## src/rtl/tcp_msg_req_enqueue_ctrl.sv

```systemverilog
// App-side producer for the TCP message-request poller: claims a flow's active bit,
// writes the requested length to the request memory, then pushes the flow ID to the poll queue.
module tcp_msg_req_enqueue_ctrl #(
  parameter int FLOWID_W  = 6,
  parameter int MSG_LEN_W = 32
) (
  input  logic                     clk,
  input  logic                     rst,
  input  logic                     app_req_val,
  output logic                     app_req_rdy,
  input  logic [FLOWID_W-1:0]      app_req_flowid,
  input  logic [MSG_LEN_W-1:0]     app_req_len,
  output logic                     enq_msg_req_mem_wr_req_val,
  input  logic                     msg_req_mem_enq_wr_req_rdy,
  output logic [FLOWID_W-1:0]      enq_msg_req_mem_wr_req_addr,
  output logic [MSG_LEN_W-1:0]     enq_msg_req_mem_wr_req_data,
  output logic                     enq_msg_req_q_wr_req_val,
  input  logic                     msg_req_q_enq_wr_req_rdy,
  output logic [FLOWID_W-1:0]      enq_msg_req_q_wr_req_data,
  input  logic                     poll_active_bitvec_clear_req_val,
  input  logic [FLOWID_W-1:0]      poll_active_bitvec_clear_flowid,
  output logic                     app_resp_val,
  input  logic                     app_resp_rdy,
  output logic                     app_resp_accepted,
  output logic [FLOWID_W-1:0]      app_resp_flowid,
  output logic [(2**FLOWID_W)-1:0] active_bitvec
);

  localparam int NUM_FLOWS = 2**FLOWID_W;

  typedef enum logic [2:0] {
    S_READY  = 3'd0,
    S_CHK    = 3'd1,
    S_WR_MEM = 3'd2,
    S_ENQ    = 3'd3,
    S_RESP   = 3'd4
  } state_t;

  state_t                 r_state;
  logic [NUM_FLOWS-1:0]   r_bitvec;
  logic [FLOWID_W-1:0]    r_flow;
  logic [MSG_LEN_W-1:0]   r_len;
  logic                   r_accepted;
  logic                   r_req_rdy;
  logic                   r_mem_val;
  logic                   r_q_val;
  logic                   r_resp_val;

  logic                   w_active;
  logic                   w_set;
  logic [NUM_FLOWS-1:0]   w_bitvec_next;

  // A poller clear landing in the check cycle frees the flow for this request.
  assign w_active = r_bitvec[r_flow] &
                    ~(poll_active_bitvec_clear_req_val &&
                      (poll_active_bitvec_clear_flowid == r_flow));

  // Clear first, then set, so a same-flow set/clear collision leaves the bit set.
  always_comb begin
    w_set         = (r_state == S_CHK) && !w_active;
    w_bitvec_next = r_bitvec;
    if (poll_active_bitvec_clear_req_val)
      w_bitvec_next[poll_active_bitvec_clear_flowid] = 1'b0;
    if (w_set)
      w_bitvec_next[r_flow] = 1'b1;
  end

  always_ff @(posedge clk or negedge rst) begin
    if (!rst) begin
      r_state    <= S_READY;
      r_bitvec   <= '0;
      r_flow     <= '0;
      r_len      <= '0;
      r_accepted <= 1'b0;
      r_req_rdy  <= 1'b1;
      r_mem_val  <= 1'b0;
      r_q_val    <= 1'b0;
      r_resp_val <= 1'b0;
    end else begin
      r_bitvec <= w_bitvec_next;
      case (r_state)
        S_READY: begin
          r_req_rdy  <= 1'b1;
          r_mem_val  <= 1'b0;
          r_q_val    <= 1'b0;
          r_resp_val <= 1'b0;
          if (app_req_val && app_req_rdy) begin
            r_flow    <= app_req_flowid;
            r_len     <= app_req_len;
            r_req_rdy <= 1'b0;
            r_state   <= S_CHK;
          end
        end
        S_CHK: begin
          if (w_active) begin
            r_accepted <= 1'b0;
            r_resp_val <= 1'b1;
            r_state    <= S_RESP;
          end else begin
            r_accepted <= 1'b1;
            r_mem_val  <= 1'b1;
            r_state    <= S_WR_MEM;
          end
        end
        S_WR_MEM: begin
          if (msg_req_mem_enq_wr_req_rdy) begin
            r_mem_val <= 1'b0;
            r_q_val   <= 1'b1;
            r_state   <= S_ENQ;
          end
        end
        S_ENQ: begin
          if (msg_req_q_enq_wr_req_rdy) begin
            r_q_val    <= 1'b0;
            r_resp_val <= 1'b1;
            r_state    <= S_RESP;
          end
        end
        S_RESP: begin
          if (app_resp_rdy) begin
            r_resp_val <= 1'b0;
            r_req_rdy  <= 1'b1;
            r_state    <= S_READY;
          end
        end
        default: begin
          r_req_rdy  <= 1'bx;
          r_mem_val  <= 1'bx;
          r_q_val    <= 1'bx;
          r_resp_val <= 1'bx;
          r_accepted <= 1'bx;
          r_state    <= S_READY;
        end
      endcase
    end
  end

  // Ready is gated by reset so it reads low for the whole reset window.
  assign app_req_rdy                 = r_req_rdy & rst;
  assign enq_msg_req_mem_wr_req_val  = r_mem_val;
  assign enq_msg_req_mem_wr_req_addr = r_flow;
  assign enq_msg_req_mem_wr_req_data = r_len;
  assign enq_msg_req_q_wr_req_val    = r_q_val;
  assign enq_msg_req_q_wr_req_data   = r_flow;
  assign app_resp_val                = r_resp_val;
  assign app_resp_accepted           = r_accepted;
  assign app_resp_flowid             = r_flow;
  assign active_bitvec               = r_bitvec;

endmodule

```

## config.mk

```make
export PLATFORM = sky130hd
export DESIGN_NAME = tcp_msg_req_enqueue_ctrl
export DESIGN_NICKNAME = d
export VERILOG_FILES = /design/src/rtl/tcp_msg_req_enqueue_ctrl.sv
export SDC_FILE = /design/constraint.sdc
export NUM_CORES = 1
export LEC_CHECK = 0
export BUFFER_PORTS_ARGS = -buffer_cell sky130_fd_sc_hd__buf_2
export CAP_MARGIN = 20
export CORE_MARGIN = 1
export CORE_UTILIZATION = 46
export DETAILED_ROUTE_END_ITERATION = 8
export PLACE_DENSITY = 0.82
export REMOVE_ABC_BUFFERS = 1
export SYNTH_ARGS = -nofsm -noshare
export SYNTH_HDL_FRONTEND = slang
export SYNTH_SLANG_ARGS = --single-unit
```

## constraint.sdc

```tcl
create_clock -name clk -period 2.4 [get_ports clk]
set_input_delay 0.48 -clock clk [delete_from_list [all_inputs] [get_ports clk]]
set_output_delay 0.48 -clock clk [all_outputs]
set_load 0.05 [all_outputs]
```

==> results.ini, run 1 <==
[route]
post_dr_vias_cell=6.36
dr_total_vias=5109
avgRoutedWirePerCell_um=21.6
drt_first_pass_iters=5
drt_first_iter_violations=536
antenna_violating_nets_post_route=0
wl_um=17400
drcViolationCount=0

[clocking]
clock_path_buffers=2
clock_tree.root_cell=clkbuf_16
cts-buffers-inserted=9
clock-sinks=110
clock_latency_on_the_worst_skew_pair_ns=0.36
clkSlewWorstSetupHoldPaths_ns=0.08
cts-htree-levels=3
tritoncts=built

[grt]
grtUsageTotal=0.282
maximum_number_of_pins_on_one_net_before_global_route_repair=111
grt_pass1_wl_um=26900
globalRoute.totalOverflow=0
grt_pass1_vias=5023
grt_antenna_before_repair=0

[sta]
timing.final.crit_share=1.11
period_needed_ns=2.66
fin_skew_ns=0.0158
totalNegativeSetupSlack_ns=-10.93
slew_viol_final=0
rsz_0062_raised_after_global_routing=true
maxSlewHeadroom=0.332
timing.final.setup_violations=69
worst_slew_pin_slew_ns=1.00
worst_setup_slack_after_layout_ns=-0.256
fmax_ghz=0.377
final_hold_violation_count=0

[setup_path]
timing.critical_path.to_type=flop
cp-start-kind=flop
path_class=flop to flop
cp_data_required_time_ns=2.64
cp.arrival_ns=2.90
path_max_fanout=10

[place]
portBuffers=169
routabilityCongestion=0.885
dpl.hpwl_um=11700
post-place-cells=777

[die]
die_area_um2=12300
fp-row-count=39
boundaryPins=170
floorplan.die.height_um=111
placeableCoreArea_um2=11500
floorplan.initialDensity=0.474
die_width_um=111

[cells_and_area]
signed_area_change_from_the_synthesized_netlist_to_the_final_layout_pct=31.4
diodes=0
util_after_layout=0.623
final_layout_size_suffix_gt1_frac=0.486
finalNonFillerCells=803
final_common_cell=buf_2
nNetsFinal=706
layout_common_cells=buf_2, dfrtp_1, o21ai_0

[synth]
cell_area_synth_um2=5440
postSynthCellCount=482
ys_async_rst_share=1.00
synthesis.area_per_instance_um2=11.3
synth_cell_type_count=39
flop_and_latch_count_out_of_synthesis=110
most_used_flip_flop_cell_after_synthesis=dfrtp_1
ys_warn_count=0
synth-edff-count=0
synth.yosys.seq_area_share=0.507

[outcome]
violated_checks=negative setup slack
run_status=finished with violations

[run]
timing.max_cap.violations=0

[hold_path]
min-delay-path-class=primary input to asynchronous set/reset pin

-- per-layer routing --
layer | vias to the layer above | global-route usage | routed length, um
li1 | 2161 | - | -
met1 | 2478 | 0.357 | 6490
met2 | 415 | 0.441 | 8210
met3 | 55 | 0.0951 | 2130
met4 | 0 | 0.127 | 558
met5 | - | 0 | 0
-- worst max-delay path: stages (launching register included) --
cell       delay (ns)
dfrtp_2          0.43
buf_12           0.16
mux4_2           0.51
nand3b_1         0.15
nand4_1          0.22
nor4_4           0.30
buf_4            0.19
nor2_4           0.09
clkbuf_16        0.22
o31ai_1          0.28
-- cell families after synthesis --
| kind of cell | Yosys count | share of synthesized area |
|---|---|---|
| and+or+nand+nor | 112 | 0.113 |
| DFF | 110 | 0.507 |
| muxes | 57 | 0.151 |
| buffers and inverters | 55 | 0.0534 |
| xor gates and xnor gates | 6 | 0.00967 |
| AOI/OAI and AO/OA | 142 | 0.166 |
-- final timing paths --
path,startpoint,endpoint,slack (ns),cells past startpoint
setup / recovery,app_resp_flowid[0],active_bitvec[48],-0.26,9
hold / removal,rst,active_bitvec[18],0.25,2
setup reg to reg,app_resp_flowid[0],active_bitvec[48],-0.26,9
hold reg to reg,app_resp_val,app_resp_val,0.49,2
max in group asynchronous,rst,app_resp_flowid[0],1.66,2
min in group clk,app_req_len[24],enq_msg_req_mem_wr_req_data[24],0.36,2
-- what timing repair did --
item | 4_1_cts | 5_1_grt
resized for setup | 26 | 17
hold buffers | 0 | 0
pin swaps | 5 | 5
setup buffers | 6 | 1
endpoints found under the setup margin | 69 | 69
gates cloned | 2 | 1
-- synth_stat cells, drive strengths merged (3+ instances only) --
library cell,n,share of area
buf,30,0.036
o41ai,12,0.019
nor3b,3,0.0041
mux4,16,0.067
xor2,3,0.0048
o211ai,3,0.0041
and3b,3,0.0048
nand4,5,0.0058
nand3b,15,0.021
nand2,31,0.021
nand2b,5,0.0058
nor2b,3,0.0035
mux2,38,0.079
clkbuf,23,0.016
o31ai,54,0.075
or3,4,0.0046
mux2i,3,0.0055
o21ai,68,0.063
nor2,9,0.0062
nand3,20,0.018
dfrtp,109,0.50
xnor2,3,0.0048
-- registers in the layout, indices dropped and copies added, names as in the netlist --
signal / flops
enq_msg_req_mem_wr_req_data: 32
enq_msg_req_q_wr_req_val: 1
r_req_rdy: 1
app_resp_accepted: 1
enq_msg_req_mem_wr_req_val: 1
r_state: 3
active_bitvec: 64
app_resp_val: 1
app_resp_flowid: 6
-- through the flow --
| stage | hold slack [ns] | setup slack (ns) | instance area, um2 |
|---|---|---|---|
| after floorplan | 0.184 | -2.85 | 5150 |
| after global placement | 0.469 | -0.297 | 6530 |
| after detailed placement | 0.486 | -0.453 | 6530 |
| after CTS | 0.302 | -0.129 | 7020 |
| after global routing | 0.313 | -0.291 | 7140 |
| final | 0.250 | -0.256 | 7140 |
-- layout make-up --
cell class,count,area [um2]
fillers,859,4330
clock buffers,12,246
multi-input cells,319,2630
repair buffers,213,1290
inverters,2,7.51
well taps,143,179
clock inverters,4,32.5
flip-flops and latches,110,2760
Power of run 1 is not shown: default switching activity piles up to over one toggle a cycle in this logic, so the estimate is an artifact.
==> run 2, diff against run 1 <==
Settings changed: CORE_UTILIZATION 46 to 41, PLACE_DENSITY 0.82 to 0.75.
==> run 2 against run 1 <==
Against the previous run:
- the flow finishes with violations (max-capacitance violations, max-slew violations, negative setup slack)
- sequential share of layout area is 2.8 points lower
- via count is 0.33% lower
- cell area is 7.7% higher
- utilization is 2.0 points lower
- sequential cell count stayed put
- register-to-register slack better by 0.05 ns
- worst hold slack worse by 0.0016 ns
- cell count is 3.5% higher
- die area is 12% higher
- setup slack better by 0.051 ns
==> results.ini, run 2 (synthesized netlist as in run 1, its figures left out) <==
[setup_path]
worst_r2r_startpoint=app_resp_flowid[0]
path_max_fanout=5  ; -5
r2r_cells=10  ; +1
path_class=flop to flop
critical_path.max_stage_delay_ns=0.50  ; about the same
reg2reg_setup_slack_ns=-0.20  ; +0.05 ns
cp-start-kind=flop
crit_slowest_cell=mux4_2
timing.critical_path.to_type=flop
r2r-end=active_bitvec[47]
cp_data_required_time_ns=2.64  ; about the same
timing.critical_path.cells=buf_8 -> buf_12 -> mux4_2 -> nand3b_1 -> nand4_1 -> nor4_2 -> buf_4 -> buf_6 -> nor2_4 -> o41ai_2
cp.arrival_ns=2.85  ; -0.05 ns

[die]
die_area_um2=13700  ; +12%
floorplan.die.height_um=117  ; +5.8%
die_width_um=117  ; +5.8%
boundaryPins=170  ; unchanged
placeableCoreArea_um2=12800  ; +11%
floorplan.initialDensity=0.426  ; -0.0485
fp-row-count=41  ; +5.1%

[sta]
timing.final.crit_share=1.09  ; -0.0213
totalNegativeSetupSlack_ns=-8.96  ; +1.97 ns
timing.final.setup_violations=69  ; unchanged
period_needed_ns=2.60  ; -0.0512 ns
rsz_0062_raised_after_global_routing=true
fin_skew_ns=0.00657  ; -0.00928 ns
whs_ns=0.248  ; -0.00162 ns
slew_viol_final=17  ; +17
final_hold_violation_count=0  ; unchanged
fmax_ghz=0.384  ; +2.0%
worst_slew_pin_slew_ns=1.52  ; +0.516 ns
maxSlewHeadroom=-0.0121  ; -0.344
worst_setup_slack_after_layout_ns=-0.205  ; +0.0512 ns

[grt]
grt_antenna_before_repair=0  ; unchanged
grt_pass1_wl_um=26600  ; -1.1%
grtUsageTotal=0.262  ; -0.0199
maximum_number_of_pins_on_one_net_before_global_route_repair=67  ; -40%
globalRoute.totalOverflow=0  ; unchanged
grt_pass1_vias=4943  ; -1.6%

[run]
timing.max_cap.violations=1  ; +1

[place]
routabilityCongestion=0.900  ; +1.7%
post_dp_cell_area_um2=6500  ; -0.50%
portBuffers=169  ; unchanged
post-place-cells=800  ; +3.0%
dpl.hpwl_um=11200  ; -4.1%

[cells_and_area]
final_layout_size_suffix_gt1_frac=0.537  ; +0.0508
layout_common_cells=buf_2, dfrtp_1, o21ai_0
signed_area_change_from_the_synthesized_netlist_to_the_final_layout_pct=41.6
nNetsFinal=705  ; -0.14%
diodes=0  ; unchanged
post-route-cell-area_um2=7690  ; +7.7%
max_ffs_per_register=64  ; unchanged
final_common_cell=buf_2
fillers=963  ; +12%
finalNonFillerCells=831  ; +3.5%

[outcome]
run_status=finished with violations
violated_checks=max-capacitance violations, max-slew violations, negative setup slack

[clocking]
cts-buffers-inserted=9  ; unchanged
cts-htree-levels=3  ; unchanged
clkSlewWorstSetupHoldPaths_ns=0.07  ; about the same
clock_path_buffers=2  ; unchanged
cts_hold_buf=0  ; unchanged
clock_tree.root_cell=clkbuf_16
clock_latency_on_the_worst_skew_pair_ns=0.35  ; about the same
tritoncts=built
clock-sinks=110  ; unchanged

[route]
antenna_violating_nets_post_route=0  ; unchanged
drt_first_pass_iters=5  ; unchanged
drt_first_iter_violations=615  ; +15%
dr_total_vias=5092  ; -0.33%
post_dr_vias_cell=6.13  ; -3.7%
avgRoutedWirePerCell_um=21.4  ; -1.1%
wl_um=17800  ; +2.4%
drcViolationCount=0  ; unchanged

[hold_path]
min-delay-path-class=primary input to asynchronous set/reset pin

run 2: cell type report:
class | instances | area, um2 | area share
timing repair buffer | 211 | 1340 | 0.174
clock inverter | 7 | 75.1 | 0.00976
multi-input combinational | 320 | 3080 | 0.400
inverter | 2 | 7.51 | 0.000976
tap | 172 | 215 | 0.0280
clock buffer | 9 | 225 | 0.0293
sequential | 110 | 2760 | 0.358
run 2: worst max path at each step:
stage / start / to / slack [ns] / cells past startpoint
global placement: app_resp_flowid[0] / active_bitvec[45] / -0.15 / 9
finish: app_resp_flowid[0] / active_bitvec[47] / -0.20 / 10
floorplan: app_resp_flowid[0] / app_resp_accepted / -2.85 / 6
detailed placement: app_resp_flowid[0] / active_bitvec[44] / -0.21 / 9
CTS: app_resp_flowid[0] / active_bitvec[46] / -0.16 / 10
global route: app_resp_flowid[0] / active_bitvec[33] / -0.35 / 10
run 2: timing repair:
item                                    4_1_cts  5_1_grt
cloned                                        8        0
pin swaps                                     7       62
endpoints found under the setup margin       66       69
setup buffers                                 9        1
gates resized for setup                      50       78
run 2: metal layers:
| metal | vias to the layer above | global-route usage | wire length [um] |
|---|---|---|---|
| met5 | - | 0 | 0 |
| met4 | 0 | 0.163 | 934 |
| met1 | 2472 | 0.328 | 6780 |
| met3 | 76 | 0.0731 | 1930 |
| li1 | 2172 | - | - |
| met2 | 372 | 0.405 | 8150 |
run 2: critical path, delay by kind of cell, from the launching register on:
| family | cells | cell delay (ns) |
|---|---|---|
| AO/OA/AOI/OAI | 1 | 0.36 |
| multiplexers | 1 | 0.50 |
| AND/OR/NAND/NOR | 4 | 0.63 |
| buffers and inverters | 4 | 0.57 |
| flip-flops | 1 | 0.43 |
run 2: per-stage QoR:
stage / setup slack (ns) / utilization
after CTS: -0.157 / 0.570
after floorplan: -2.85 / -
after global placement: -0.145 / 0.509
after global routing: -0.348 / 0.602
after detailed placement: -0.212 / 0.509
final: -0.205 / 0.602
Power of run 2 is left out for the same reason.
